===== config.mk =====
export PLATFORM = sky130hd
export DESIGN_NAME = cascaded_interpolator
export DESIGN_NICKNAME = d
export VERILOG_FILES = /design/src/rtl/cascaded_interpolator_pkg.sv /design/src/rtl/cic_stage.sv /design/src/rtl/cascaded_interpolator.sv
export SDC_FILE = /design/constraint.sdc
export NUM_CORES = 2
export LEC_CHECK = 0
export ABC_AREA = 1
export CAP_MARGIN = 40
export CORE_AREA = 8 8 265 318
export DETAILED_ROUTE_END_ITERATION = 6
export DIE_AREA = 0 0 273 326
export DONT_BUFFER_PORTS = 1
export PLACE_DENSITY = 0.69
export RECOVER_POWER = 25
export SYNTH_ARGS = -nofsm -noshare
export SYNTH_HDL_FRONTEND = slang
export SYNTH_SLANG_ARGS = --single-unit

===== constraint.sdc =====
create_clock -name clock -period 19.8 [get_ports clock]
set_input_delay 0 -clock clock [delete_from_list [all_inputs] [get_ports clock]]
set_output_delay 0 -clock clock [all_outputs]
set_load 0.005 [all_outputs]

===== src/rtl/cascaded_interpolator_pkg.sv =====
// cascaded_interpolator_pkg: shared FSM state type and port-width helpers.
//   state_t - IDLE (waiting for a sample) / EMIT (producing R high-rate samples)
//   cnt_w   - width of the R field and the emit counter
//   ord_w   - width of the order field K
package cascaded_interpolator_pkg;

    typedef enum logic {IDLE, EMIT} state_t;

    function automatic int cnt_w(input int max_interp);
        return (max_interp > 1) ? $clog2(max_interp) : 1;
    endfunction

    function automatic int ord_w(input int max_stages);
        return (max_stages > 0) ? $clog2(max_stages + 1) : 1;
    endfunction

endpackage


===== src/rtl/cic_stage.sv =====
// cic_stage: one comb section plus one integrator section of a CIC chain.
//   clock, reset   - clock, asynchronous active-high reset
//   clr_i          - drop comb history / integrator state (order change)
//   comb_en_i      - comb advances one input-rate sample
//   integ_en_i     - integrator advances one output-rate sample
//   comb_i/comb_o  - comb input and x[n]-x[n-1] (combinational)
//   integ_i/integ_o- integrator input and running sum (combinational)
//   ovf_o          - signed overflow of this cycle's integrator add
//                    (only with CASCADED_INTERPOLATOR_OVERFLOW_EN)
module cic_stage #(
    parameter int W = 64
) (
    input  logic         clock,
    input  logic         reset,
    input  logic         clr_i,
    input  logic         comb_en_i,
    input  logic         integ_en_i,
    input  logic [W-1:0] comb_i,
    input  logic [W-1:0] integ_i,
    output logic [W-1:0] comb_o,
    output logic [W-1:0] integ_o
`ifdef CASCADED_INTERPOLATOR_OVERFLOW_EN
    ,
    output logic         ovf_o
`endif
);

    logic [W-1:0] dly_q;
    logic [W-1:0] integ_q;

    // A clear coincides with acceptance, so the new sample must see zero history.
    assign comb_o  = comb_i - (clr_i ? '0 : dly_q);
    assign integ_o = integ_q + integ_i;

`ifdef CASCADED_INTERPOLATOR_OVERFLOW_EN
    assign ovf_o = integ_en_i && (integ_q[W-1] == integ_i[W-1]) && (integ_o[W-1] != integ_q[W-1]);
`endif

    // The integrator may still be finishing the previous sample while clr_i is
    // high; its sum still reaches the output, only the stored state is dropped.
    always_ff @(posedge clock or posedge reset) begin
        if (reset) begin
            dly_q   <= '0;
            integ_q <= '0;
        end else begin
            if (comb_en_i)
                dly_q <= comb_i;
            if (clr_i)
                integ_q <= '0;
            else if (integ_en_i)
                integ_q <= integ_o;
        end
    end

endmodule


===== src/rtl/cascaded_interpolator.sv =====
// cascaded_interpolator: CIC interpolator, up to MAX_CASCADED_STAGES comb/integrator pairs.
//   clock, reset         - clock, asynchronous active-high reset
//   ready                - a sample can be accepted this cycle
//   data_in/_valid       - low-rate sample, accepted when valid and ready
//   length_interpolation - ratio R (0 means 1), latched on acceptance
//   order_rolloff        - order K (clamped), latched on acceptance
//   data_out/_valid      - registered high-rate samples, R per accepted sample
//   overflow             - sticky integrator overflow flag, present only when
//                          CASCADED_INTERPOLATOR_OVERFLOW_EN is defined
module cascaded_interpolator
    import cascaded_interpolator_pkg::*;
#(
    parameter int MAX_INTERPOLATION   = 1024,
    parameter int INPUT_DATA_BITS     = 32,
    parameter int OUTPUT_DATA_BITS    = 64,
    parameter int MAX_CASCADED_STAGES = 3,
    parameter int SIGNED              = 1
) (
    input  logic                                  clock,
    input  logic                                  reset,
    output logic                                  ready,
    input  logic [INPUT_DATA_BITS-1:0]            data_in,
    input  logic                                  data_in_valid,
    input  logic [cnt_w(MAX_INTERPOLATION)-1:0]   length_interpolation,
    input  logic [ord_w(MAX_CASCADED_STAGES)-1:0] order_rolloff,
    output logic [OUTPUT_DATA_BITS-1:0]           data_out,
    output logic                                  data_out_valid
`ifdef CASCADED_INTERPOLATOR_OVERFLOW_EN
    ,
    output logic                                  overflow
`endif
);

    localparam int CW = cnt_w(MAX_INTERPOLATION);
    localparam int KW = ord_w(MAX_CASCADED_STAGES);
    localparam int OB = OUTPUT_DATA_BITS;
    localparam int IB = INPUT_DATA_BITS;
    localparam int NS = MAX_CASCADED_STAGES;

    state_t        state_q, state_d;
    logic [CW-1:0] cnt_q, cnt_d, r_q, r_d;
    logic [KW-1:0] k_q, k_d;
    logic [OB-1:0] samp_q, samp_d, dout_q, dout_d;
    logic          valid_q;
    logic          emit, last, accept, clr;
    logic [OB-1:0] comb_c [NS+1];
    logic [OB-1:0] integ_c [NS+1];

    assign comb_c[0]  = {{(OB-IB){SIGNED != 0 && data_in[IB-1]}}, data_in};
    // Zero-stuffing: the comb result enters the integrators only on the first emit cycle.
    assign integ_c[0] = (cnt_q == '0) ? samp_q : '0;

    always_comb begin
        emit    = state_q == EMIT;
        last    = emit && (cnt_q == r_q - CW'(1));
        ready   = !emit || last;
        accept  = data_in_valid && ready;
        k_d     = accept ? ((order_rolloff > KW'(NS)) ? KW'(NS) : order_rolloff) : k_q;
        r_d     = accept ? ((length_interpolation == '0) ? CW'(1) : length_interpolation) : r_q;
        clr     = accept && (k_d != k_q);
        state_d = accept ? EMIT : (last ? IDLE : state_q);
        cnt_d   = (accept || last) ? '0 : (emit ? cnt_q + CW'(1) : cnt_q);
        samp_d  = accept ? comb_c[k_d] : samp_q;
        dout_d  = emit ? integ_c[k_q] : dout_q;
    end

`ifdef CASCADED_INTERPOLATOR_OVERFLOW_EN
    logic [NS-1:0] ovf;
    logic          ovf_q;
`endif

    for (genvar s = 0; s < NS; s++) begin : g_stage
        cic_stage #(.W(OB)) u_stage (
            .clock      (clock),
            .reset      (reset),
            .clr_i      (clr),
            .comb_en_i  (accept),
            .integ_en_i (emit && (KW'(s) < k_q)),
            .comb_i     (comb_c[s]),
            .integ_i    (integ_c[s]),
            .comb_o     (comb_c[s+1]),
            .integ_o    (integ_c[s+1])
`ifdef CASCADED_INTERPOLATOR_OVERFLOW_EN
            ,
            .ovf_o      (ovf[s])
`endif
        );
    end

    always_ff @(posedge clock or posedge reset) begin
        if (reset) begin
            state_q <= IDLE;
            cnt_q   <= '0;
            r_q     <= '0;
            k_q     <= '0;
            samp_q  <= '0;
            dout_q  <= '0;
            valid_q <= 1'b0;
        end else begin
            state_q <= state_d;
            cnt_q   <= cnt_d;
            r_q     <= r_d;
            k_q     <= k_d;
            samp_q  <= samp_d;
            dout_q  <= dout_d;
            valid_q <= emit;
        end
    end

`ifdef CASCADED_INTERPOLATOR_OVERFLOW_EN
    always_ff @(posedge clock or posedge reset) begin
        if (reset)
            ovf_q <= 1'b0;
        else
            ovf_q <= ovf_q | (|ovf);
    end

    assign overflow = ovf_q;
`endif

    assign data_out       = dout_q;
    assign data_out_valid = valid_q;

endmodule

==> key figures <==
Cells and area
  – Antenna fix cells: 0
  – Most common cell after layout, fill and taps aside: nand2_1
  – Nets: between 6,000 and 7,000
  – Fillers: approximately 7,700
  – Synthesis-to-finish area growth: 8.371%
  – Layout cells sized above 1: under 10%
  – Most frequent cells in the layout: nand2_1, inv_1, a21oi_1

Yosys
  – Gate Count Post-Synth: slightly below 6,000
  – Library cells used by synthesis: 73
  – Sequential-to-total area share from yosys stat: about 30%
  – Post-synth EDFFs: 0
  – Ys async rst share: 100.0%
  – Syn_nets: ~6,400
  – Yosys reg bits: 504
  – Post-synth top flop: dfrtp_1
  – Synthesized area: between 40,000 and 50,000 um2
  – Avg Cell Area, Syn: slightly above 7 um2
  – Warning count from the yosys run: 0

STA
  – Final Hold Fails: 0
  – Final min period: 9.988 ns
  – Slew @ Worst Pin: 3.741 ns
  – Rel. slew slack: -149.4%
  – RSZ-0062 raised after global routing: no
  – Crit share post-route: about 50%
  – Maximum clock frequency: 100.1 MHz
  – Final Setup Violations: 0
  – Fin worst setup slack: approximately 9.8 ns
  – Worst Skew: around 0.026 ns
  – Setup TNS: 0 ns
  – Final Max Slew Viols: 207

Worst setup path
  – Critical path startpoint category: flip-flop
  – Arrival @ worst endpoint: roughly 11 ns
  – Worst path max stage delay: just under 0.6 ns
  – Max FO, Critical Path: 56
  – Kind of end point of the critical path: flip-flop
  – CP max stage cell: buf_4
  – Critical Path RT: roughly 20 ns
  – CP most frequent cell: nand2_1
  – Setup CP Type: reg2reg
  – Worst Reg-to-Reg Cells: 56

Clock tree
  – CTS tree: yes
  – CTS resizes: 0
  – Setup bufs post-CTS: 0
  – Root Buffer: clkbuf_16
  – Clock transition at path regs: roughly 0.070 ns
  – CTS Hold Bufs: 48
  – H-tree depth: 2
  – Total CTS buffers: 58
  – Clock sink total: roughly 500
  – Longest Clk Path Bufs: 3
  – Skew-Pair Late Insertion Delay: 0.66 ns

Floorplan
  – Die area: roughly 89,000 um2
  – Core Region: a little under 80,000 um2
  – Die width: 273 um
  – Initial Util: between 50 and 60%
  – Rows: roughly 110
  – Die height: 326 um
  – Ports: approximately 110

Placement
  – Worst Setup Slack post-DPL: 9.926 ns
  – HPWL Detailed: about 100,000 um
  – GP Congestion: just under 1
  – I/O Buffers: 0

Route
  – Initial DRC Count: ~3,600
  – DRC errors left: 0
  – WL per Instance: between 15 and 20 um
  – Vias after detailed routing: ~40,000
  – Final wirelength: 134,800 um
  – Routed Antenna Nets: 0
  – Vias/cell: ~5.8
  – DRT Pass-1 Iters: 6

Global routing
  – Tot GR Track Use: between 20% and 30%
  – Antenna violations before repair: 0
  – First-pass GRT wire length: about 210,000 um
  – Global route overflow: 0
  – Vias in the first global route: slightly below 40,000
  – Largest net degree at the start of global routing: between 150 and 200

Flow run
  – Max_cap viols: 4

Min path
  – Path type of the worst min-delay path: in2reg
  – Worst hold path depth: 3

Run status
  – Failing checks: max-capacitance violations, max-slew violations
  – Status: finished with violations
[final timing paths]
kind,startpoint,to,slack [ns]
max,r_q[0],samp_q[56],9.81
min,length_interpolation[4],r_q[4],0.08
max reg2reg,r_q[0],samp_q[56],9.81
min reg2reg,g_stage[1].u_stage.dly_q[22],g_stage[1].u_stage.dly_q[22],0.48
max in group asynchronous,reset,g_stage[1].u_stage.integ_q[53],15.01
min in group asynchronous,reset,g_stage[1].u_stage.integ_q[56],0.67
[state kept, by name, summed over array words and instances (netlist names)]
name and count:
k_q 2, samp_q 64, g_stage.u_stage.dly_q 160, cnt_q 10, g_stage.u_stage.integ_q 192, data_out_valid 1
emit 1, data_out 64, r_q 10
[Yosys cell counts, types with 6 or more instances]
cell type	instances	share of area, %
nand2_1	1482	13
inv_1	678	6.0
a21oi_1	533	6.3
dfrtp_1	504	30
nor2_1	504	4.5
o21ai_0	433	5.1
ha_1	349	10
xor2_1	199	4.1
clkbuf_1	177	1.6
nand3_1	165	2.0
o211ai_1	106	1.9
a31oi_1	99	1.5
xnor2_1	94	2.0
o22ai_1	54	0.80
o21bai_1	51	0.91
a32o_1	47	1.1
nor3_1	46	0.55
nand4_1	40	0.59
a22o_1	37	0.77
o21ai_1	37	0.44
o21a_1	30	0.53
nand2_2	25	0.37
a22oi_1	24	0.43
o221ai_1	21	0.44
o21ai_2	19	0.39
buf_1	17	0.15
or2_2	17	0.25
a21o_1	13	0.23
a211oi_1	12	0.21
nor4_1	12	0.18
a21oi_2	10	0.21
nand3b_1	10	0.18
o2111ai_1	10	0.21
o221a_2	9	0.24
fa_1	8	0.38
a21boi_1	7	0.12
o31ai_1	7	0.12
a21boi_2	6	0.16
a221oi_1	6	0.12
buf_2	6	0.071
clkbuf_8	6	0.20
inv_2	6	0.053
[worst max-delay path: cells and delay by family (launching register included)]
family | cells | cell delay [ns]
simple gates | 25 | 3.23
buf+inv | 7 | 1.18
fa+ha+maj | 4 | 1.34
flops | 1 | 0.40
compound gates | 18 | 3.26
xor+xnor | 2 | 0.39
[per-stage QoR]
step | utilization (%) | area, um2 | hold WS, ns | std cells
2_1_floorplan | - | 42150 | 0.1096 | 5970
3_3_place_gp | 54.43 | 42940 | -0.02336 | 6831
3_5_place_dp | 54.72 | 43170 | -0.01214 | 6841
4_1_cts | 58.00 | 45760 | 0.03337 | 6998
5_1_grt | 57.90 | 45680 | 0.08567 | 6998
6_report | 57.90 | 45680 | 0.08399 | 6998
[area by class of cell]
class                   instances  area [um2]  share of cell area, %
multi-input cells            4569       26140                  57.23
flip-flops and latches        504       12620                  27.62
inverters                     688        2590                  5.670
clock buffers                  78        1648                  3.607
well taps                    1035        1295                  2.835
repair buffers                 93       947.2                  2.074
clock inverters                31       440.4                 0.9642
[logic make-up (layout without fill, tap and decap cells)]
family,Yosys count,after routing,share of synthesized area [%]
compound gates,1593,1593,22.77
fa+ha+maj,357,357,10.74
flops,504,504,29.92
xor+xnor,293,293,6.088
buf+inv,897,890,8.175
simple gates,2326,2326,22.30
[layer usage]
layer / GRT usage [%] / part of all wire (%) / up-vias
li1: - / - / 20039
met1: 40.48 / 45 / 18944
met2: 47.43 / 45 / 1254
met3: 2.829 / 5.6 / 252
met4: 11.35 / 4.3 / 0
met5: 0 / 0 / -
Power is not shown: default switching activity piles up to over one toggle a cycle in this logic, so the estimate is an artifact.
